==> src/rtl/program_loader.sv <==
// Purpose: assembles UART bytes (MSB first) into 32-bit words and writes them to instruction memory.
// Latency: 4th rx_done sampled at edge N -> write_instruction high during cycle N+1.
// Backpressure: none; bytes arriving in IDLE/DONE/ERROR are dropped, a byte during WRITE starts the next word.
//
// Ports:
//   clk, rst                    : clock, async active-high reset
//   start                       : one-cycle load request (honoured only in IDLE)
//   rx_data, rx_done            : received byte and its one-cycle valid strobe
//   loadProgram                 : high while a load is in progress (stalls instruction fetch)
//   addressInstrucctionProgram  : word address of the current write (= word_count)
//   InstructionProgram          : assembled instruction word
//   write_instruction           : one-cycle memory write strobe
//   load_done / load_error      : normal-completion pulse / sticky inter-byte timeout flag
//   word_count                  : words written in the current or last load
module program_loader #(
    parameter int          MEM_DEPTH      = 256,
    parameter logic [31:0] HALT_WORD      = 32'hFFFF_FFFF,
    parameter int          TIMEOUT_CYCLES = 1000000
) (
    input  logic        clk,
    input  logic        rst,
    input  logic        start,
    input  logic [7:0]  rx_data,
    input  logic        rx_done,
    output logic        loadProgram,
    output logic [31:0] addressInstrucctionProgram,
    output logic [31:0] InstructionProgram,
    output logic        write_instruction,
    output logic        load_done,
    output logic        load_error,
    output logic [31:0] word_count
);

    localparam logic [31:0] DEPTH      = 32'(MEM_DEPTH);
    localparam logic [31:0] DEPTH_LAST = 32'(MEM_DEPTH - 1);
    localparam logic [31:0] TMO_LAST   = 32'(TIMEOUT_CYCLES - 1);

    typedef enum logic [2:0] {
        IDLE  = 3'd0,
        RECV  = 3'd1,
        WRITE = 3'd2,
        DONE  = 3'd3,
        ERROR = 3'd4
    } state_t;

    state_t      state_q, state_d;
    logic [31:0] word_q, word_d;
    logic [1:0]  byte_idx_q, byte_idx_d;
    logic [31:0] tmo_q, tmo_d;
    logic [31:0] count_q, count_d;
    logic        err_q, err_d;

    always_ff @(posedge clk or posedge rst) begin
        if (rst) begin
            state_q    <= IDLE;
            word_q     <= '0;
            byte_idx_q <= '0;
            tmo_q      <= '0;
            count_q    <= '0;
            err_q      <= 1'b0;
        end else begin
            state_q    <= state_d;
            word_q     <= word_d;
            byte_idx_q <= byte_idx_d;
            tmo_q      <= tmo_d;
            count_q    <= count_d;
            err_q      <= err_d;
        end
    end

    always_comb begin
        state_d    = state_q;
        word_d     = word_q;
        byte_idx_d = byte_idx_q;
        tmo_d      = tmo_q;
        count_d    = count_q;
        err_d      = err_q;

        case (state_q)
            IDLE: begin
                // A byte strobed together with start belongs to no program and is dropped.
                if (start) begin
                    count_d    = '0;
                    byte_idx_d = '0;
                    tmo_d      = '0;
                    err_d      = 1'b0;
                    state_d    = RECV;
                end
            end

            RECV: begin
                if (rx_done) begin
                    word_d = {word_q[23:0], rx_data};
                    tmo_d  = '0;
                    if (byte_idx_q == 2'd3) begin
                        byte_idx_d = '0;
                        state_d    = WRITE;
                    end else begin
                        byte_idx_d = byte_idx_q + 2'd1;
                    end
                end else if (byte_idx_q != 2'd0) begin
                    // Only a partially received word can time out; between words we wait forever.
                    if (tmo_q == TMO_LAST) begin
                        tmo_d   = '0;
                        err_d   = 1'b1;
                        state_d = ERROR;
                    end else begin
                        tmo_d = tmo_q + 32'd1;
                    end
                end
            end

            WRITE: begin
                if (count_q != DEPTH) begin
                    count_d = count_q + 32'd1;
                end
                // word_q is still being presented this cycle, so a new byte can shift in on the same edge.
                tmo_d = '0;
                if (rx_done) begin
                    word_d     = {word_q[23:0], rx_data};
                    byte_idx_d = 2'd1;
                end
                if ((word_q == HALT_WORD) || (count_q == DEPTH_LAST)) begin
                    state_d = DONE;
                end else begin
                    state_d = RECV;
                end
            end

            DONE:    state_d = IDLE;
            ERROR:   state_d = IDLE;
            default: state_d = IDLE;
        endcase
    end

    assign loadProgram                = (state_q != IDLE);
    assign write_instruction          = (state_q == WRITE);
    assign load_done                  = (state_q == DONE);
    assign load_error                 = err_q;
    assign addressInstrucctionProgram = count_q;
    assign InstructionProgram         = word_q;
    assign word_count                 = count_q;

endmodule

==> config.mk <==
export PLATFORM = sky130hd
export DESIGN_NAME = program_loader
export DESIGN_NICKNAME = d
export VERILOG_FILES = /design/src/rtl/program_loader.sv
export SDC_FILE = /design/constraint.sdc
export NUM_CORES = 1
export LEC_CHECK = 0
export CAP_MARGIN = 20
export CELL_PAD_IN_SITES_DETAIL_PLACEMENT = 0
export CELL_PAD_IN_SITES_GLOBAL_PLACEMENT = 1
export CORE_MARGIN = 4
export CORE_UTILIZATION = 32
export DETAILED_ROUTE_END_ITERATION = 8
export PLACE_DENSITY = 0.68
export SKIP_LAST_GASP = 1
export SLEW_MARGIN = 20
export SYNTH_ARGS = -nofsm -noshare
export SYNTH_HDL_FRONTEND = slang
export SYNTH_SLANG_ARGS = --single-unit
==> constraint.sdc <==
create_clock -name clk -period 8.9 [get_ports clk]
set_input_delay 2.67 -clock clk [delete_from_list [all_inputs] [get_ports clk]]
set_output_delay 2.67 -clock clk [all_outputs]
set_load 0.05 [all_outputs]
# Word-level counts from Yosys, hierarchy flattened
# Cells that the tools add are included.
# totals
in_bits	12
out_inout_bits	100
ff_bits	102
elab_cells	65
# classes
n_addsub	3
n_mux	24
eq_ne	18
n_reduce_logical	14
# ops
op	n
two-way mux 32 bit	5
case mux 32 bit (3 select lines)	1
adder 32 x 1 -> 32 bit, second input constant	2
case mux 32 bit (2 select lines)	1
equality test 32 x 20 -> 1 bit, second input constant	1
equality test 32 bit, second input constant	1
equality test 32 x 8 -> 1 bit, second input constant	1
inequality test 32 x 9 -> 1 bit, second input constant	1
two-way mux 3 bit	5
inequality test 2 bit, second input constant	6
two-way mux 2 bit	5
inequality test 3 bit, second input constant	3
case mux 3 bit (3 select lines)	1
AND reduction 4 bit	2
equality test 3 x 2 -> 1 bit, second input constant	2
case mux 2 bit (3 select lines)	1
AND reduction 3 bit	2
nonzero test 2 bit	3
nonzero test 3 bit	2
AND reduction 5 bit	1
two-way mux 1 bit	4
equality test 3 x 1 -> 1 bit, second input constant	1
logical NOT 3 bit	1
adder 2 x 1 -> 2 bit, second input constant	1
6 further kinds	6

# Logic depth before layout (Yosys ltp)
# logic_depth
word_depth	5
ltp_mapped	10
ltp_nobuf	7

# Worst setup path before layout
# Ideal clock, no wire load.
# synth_path
kind	reg-to-output
startpoint	register state_q[0]
endpoint	output port write_instruction
slack_ns	4.388
arrival_time_ns	1.842
path_stages_with_launch	3
n_path_buf	1
cell_sequence	dfrtp_1 buf_2 nor3b_1
# synth_via
elab_chain_cells	1
# synth_lines
element	line_no	source
from (decl)	46	state_t state_q, state_d;
from (signal assigned)	62	state_q <= state_d;
equality test 3 x 2 -> 1 bit	137	assign write_instruction = (state_q == WRITE);
to (decl)	28	output logic write_instruction,
# No other way between the ends.

# Worst setup path after layout
# layout_path
startpoint	register state_q[2]
endpoint	output port write_instruction
# Same word-level chain as after synthesis.

==> results_dict.tcl <==
set metrics [dict create \
    status "finished clean" \
    vias_per_cell 5.21 \
    instances_no_fill 843 \
    cts_root_buf "clkbuf_16" \
    leakage_uw 0.00276 \
    path_class "reg -> out" \
    r2r-start "state_q[0]" \
    worst-r2r-cell-count 5 \
    slew_viol_final 0 \
    drive_gt1_share_pct 12.4 \
    worstReg2RegEnd "tmo_q[15]" \
    clk_path_buf_depth 2 \
    mostFrequentLayoutCell "clkdlybuf4s50_1" \
    end_kind "output pin" \
    crit_end "write_instruction" \
    setup_viol 0 \
    start_util_pct 33.0 \
    fmax_mhz 189 \
    fp.dieW_um 140 \
    num_rows 47 \
    clk_latency_ps 360 \
    core_um2 16800 \
    numCtsBuffers 9 \
    synth_area_per_cell_um2 10.1 \
    met1Wirelength_mm 6.57 \
    power_frac_clock_pct 22.4 \
    fin_skew_ps 10.5 \
    tightest_slew_ps 1010 \
    slew_headroom_pct 32.6 \
    yosysTopAreaCellShare_pct 46.1 \
    postCtsSetupBuffers 0 \
    drt-total-wl_mm 13.9 \
    grt_pass1_vias 4296 \
    fillers 1638 \
    worst_hold_slack_ps 556 \
    vdd_drop_max_uv 279 \
    cts.sinks 102 \
    synth_warnings 0 \
    start_kind "flip-flop" \
    finalWorstSetupSlack_ps 3600 \
    drt-initial-drc-count 237 \
    overflow 0 \
    highest_layer "met4" \
    htree_levels 3 \
    cts_resized 0 \
    ys.flop_type "dfrtp_1" \
    n_antenna_cell 0 \
    async_flop_share_pct 100 \
    cts_tree "yes" \
    postSynthRegisterBits 102 \
    setup_tns_ps 0 \
    grt.total_usage_pct 14.6 \
    cts_hold_buf 0 \
    final_cell_mix "clkdlybuf4s50_1, dfrtp_1, nor2_1" \
    ios 112 \
    synth.yosys.seq_area_share_pct 46.1 \
    rsz0062_at_grt "no" \
    grt_max_degree 69 \
    placedCellCount 827 \
    pwr-share-seq_pct 36.0 \
    grt_pass1_wl_mm 23.4 \
    synth_cell_types 51 \
    antenna_found_initial 0 \
    synth-edff-count 0 \
    drcViolationCount 0 \
    dp_hpwl_mm 9.78 \
    hp-class "reg -> reg" \
    syn2layout_area_growth_pct 24.8 \
    worstSetupStartpoint "state_q[2]" \
    arrival_ps 2630 \
    ant_nets 0 \
    wire_per_inst_um 16.5 \
    yosysTopAreaCell "dfrtp_1" \
    clkTransAtPathRegs_ps 80 \
    wl_met3_um 752 \
    rrSetupSlack_ps 6180 \
    synthTopCellsByArea "dfrtp_1, mux2_2, buf_4" \
    power_density_nw_per_um2 263 \
    final.period_utilization_pct 59.5 \
    design.die.area_um2 19500 \
    syn_nets 564 \
    io_buffers 111 \
    p_comb_share_pct 41.5 \
    p_sw_share_pct 43.7 \
    drv_cap 0 \
    gp_congestion 0.806 \
    fin_util_pct 41.2 \
    min_period_ps 5300 \
    netlist_area_um2 5540 \
    p_int_uw 1020 \
    switchingPower_uw 794 \
    dr.pass1.iters 4 \
    vias 4395 \
    syn_inst 547 \
    nets 635 \
    hold_viol_final 0 \
    dp_slack_ps 3680 \
    critPathMaxFanout 24 \
    cp.required_ps 6230 \
    die_h_um 140 \
    dr_wl_met2_mm 6.31 \
]
==> final cells by class <==
class                           count  area, µm²  area share [%]
Tap cell                          220        275            3.98
Multi-Input combinational cell    375       2580            37.4
Timing Repair Buffer              113       1130            16.3
Clock inverter                      7       83.8            1.21
Clock buffer                        9        225            3.26
Inverter                           17       66.3           0.960
Sequential cell                   102       2550            36.9
==> worst max-delay path, cell delays in order, from the launching register on <==
cell and delay, ps:
dfrtp_1 710, nor3b_1 620, clkdlybuf4s50_1 930
==> worst min path at each step <==
stage | start | to | slack (ps) | cells after the start
finish | InstructionProgram[31] | InstructionProgram[31] | 560 | 1
global route | InstructionProgram[29] | InstructionProgram[29] | 570 | 1
global placement | InstructionProgram[27] | InstructionProgram[27] | 520 | 1
CTS | InstructionProgram[31] | InstructionProgram[31] | 550 | 1
detailed placement | InstructionProgram[31] | InstructionProgram[31] | 530 | 1
floorplan | tmo_q[1] | tmo_q[1] | 510 | 2
==> layer usage <==
| layer | up-vias | global-route usage, % |
|---|---|---|
| met5 | - | 0 |
| met2 | 136 | 22.2 |
| met3 | 16 | 2.92 |
| met4 | 0 | 5.41 |
| li1 | 2091 | - |
| met1 | 2152 | 20.6 |
==> state kept, by name (all words and copies together) (netlist names) <==
register	flops
InstructionProgram	32
addressInstrucctionProgram	32
byte_idx_q	2
load_error	1
state_q	3
tmo_q	32
==> power groups by stage <==
stage | logic [µW] | clock network [µW] | registers, µW
after floorplan | 297 | 0 | 892
after detailed placement | 760 | 0 | 663
after CTS | 762 | 422 | 655
final | 755 | 408 | 655
after global placement | 752 | 0 | 660
after global routing | 799 | 445 | 670
==> through the flow <==
step                power (µW)  instance area, µm²
floorplan                 1190                5540
global placement          1410                6590
detailed placement        1420                6590
CTS                       1840                6900
global route              1910                6910
finish                    1820                6910
==> synthesized netlist by cell type (3+ instances only) <==
master	n
or3_1	6
a21oi_1	16
a31o_2	7
nor2_1	61
a22o_1	5
xnor2_1	18
buf_4	37
xor2_1	25
nor3_1	13
nor4b_1	3
dfrtp_1	102
o21ai_0	12
nor2b_1	4
nand2_1	23
clkbuf_1	5
and3_1	13
nor3_2	4
nand4_1	43
or4_1	4
nand2b_1	3
nand3_1	16
and2_1	7
inv_1	17
and4_1	8
nor4_1	19
ha_1	5
nor2_2	3
mux2_2	34
buf_2	7
==> cell families (layout without fill, tap and decap cells) <==
group | after synthesis | count (layout) | synth area share, %
flip-flops | 102 | 102 | 46.1
XOR/XNOR | 43 | 43 | 6.80
adder cells (fa/ha/maj) | 5 | 5 | 1.13
multiplexers | 36 | 36 | 7.28
AO/OA/AOI/OAI | 51 | 51 | 6.48
buffers and inverters | 70 | 146 | 7.70
AND/OR/NAND/NOR | 240 | 240 | 24.5
No activity file was read; power rests on OpenSTA's default activity.
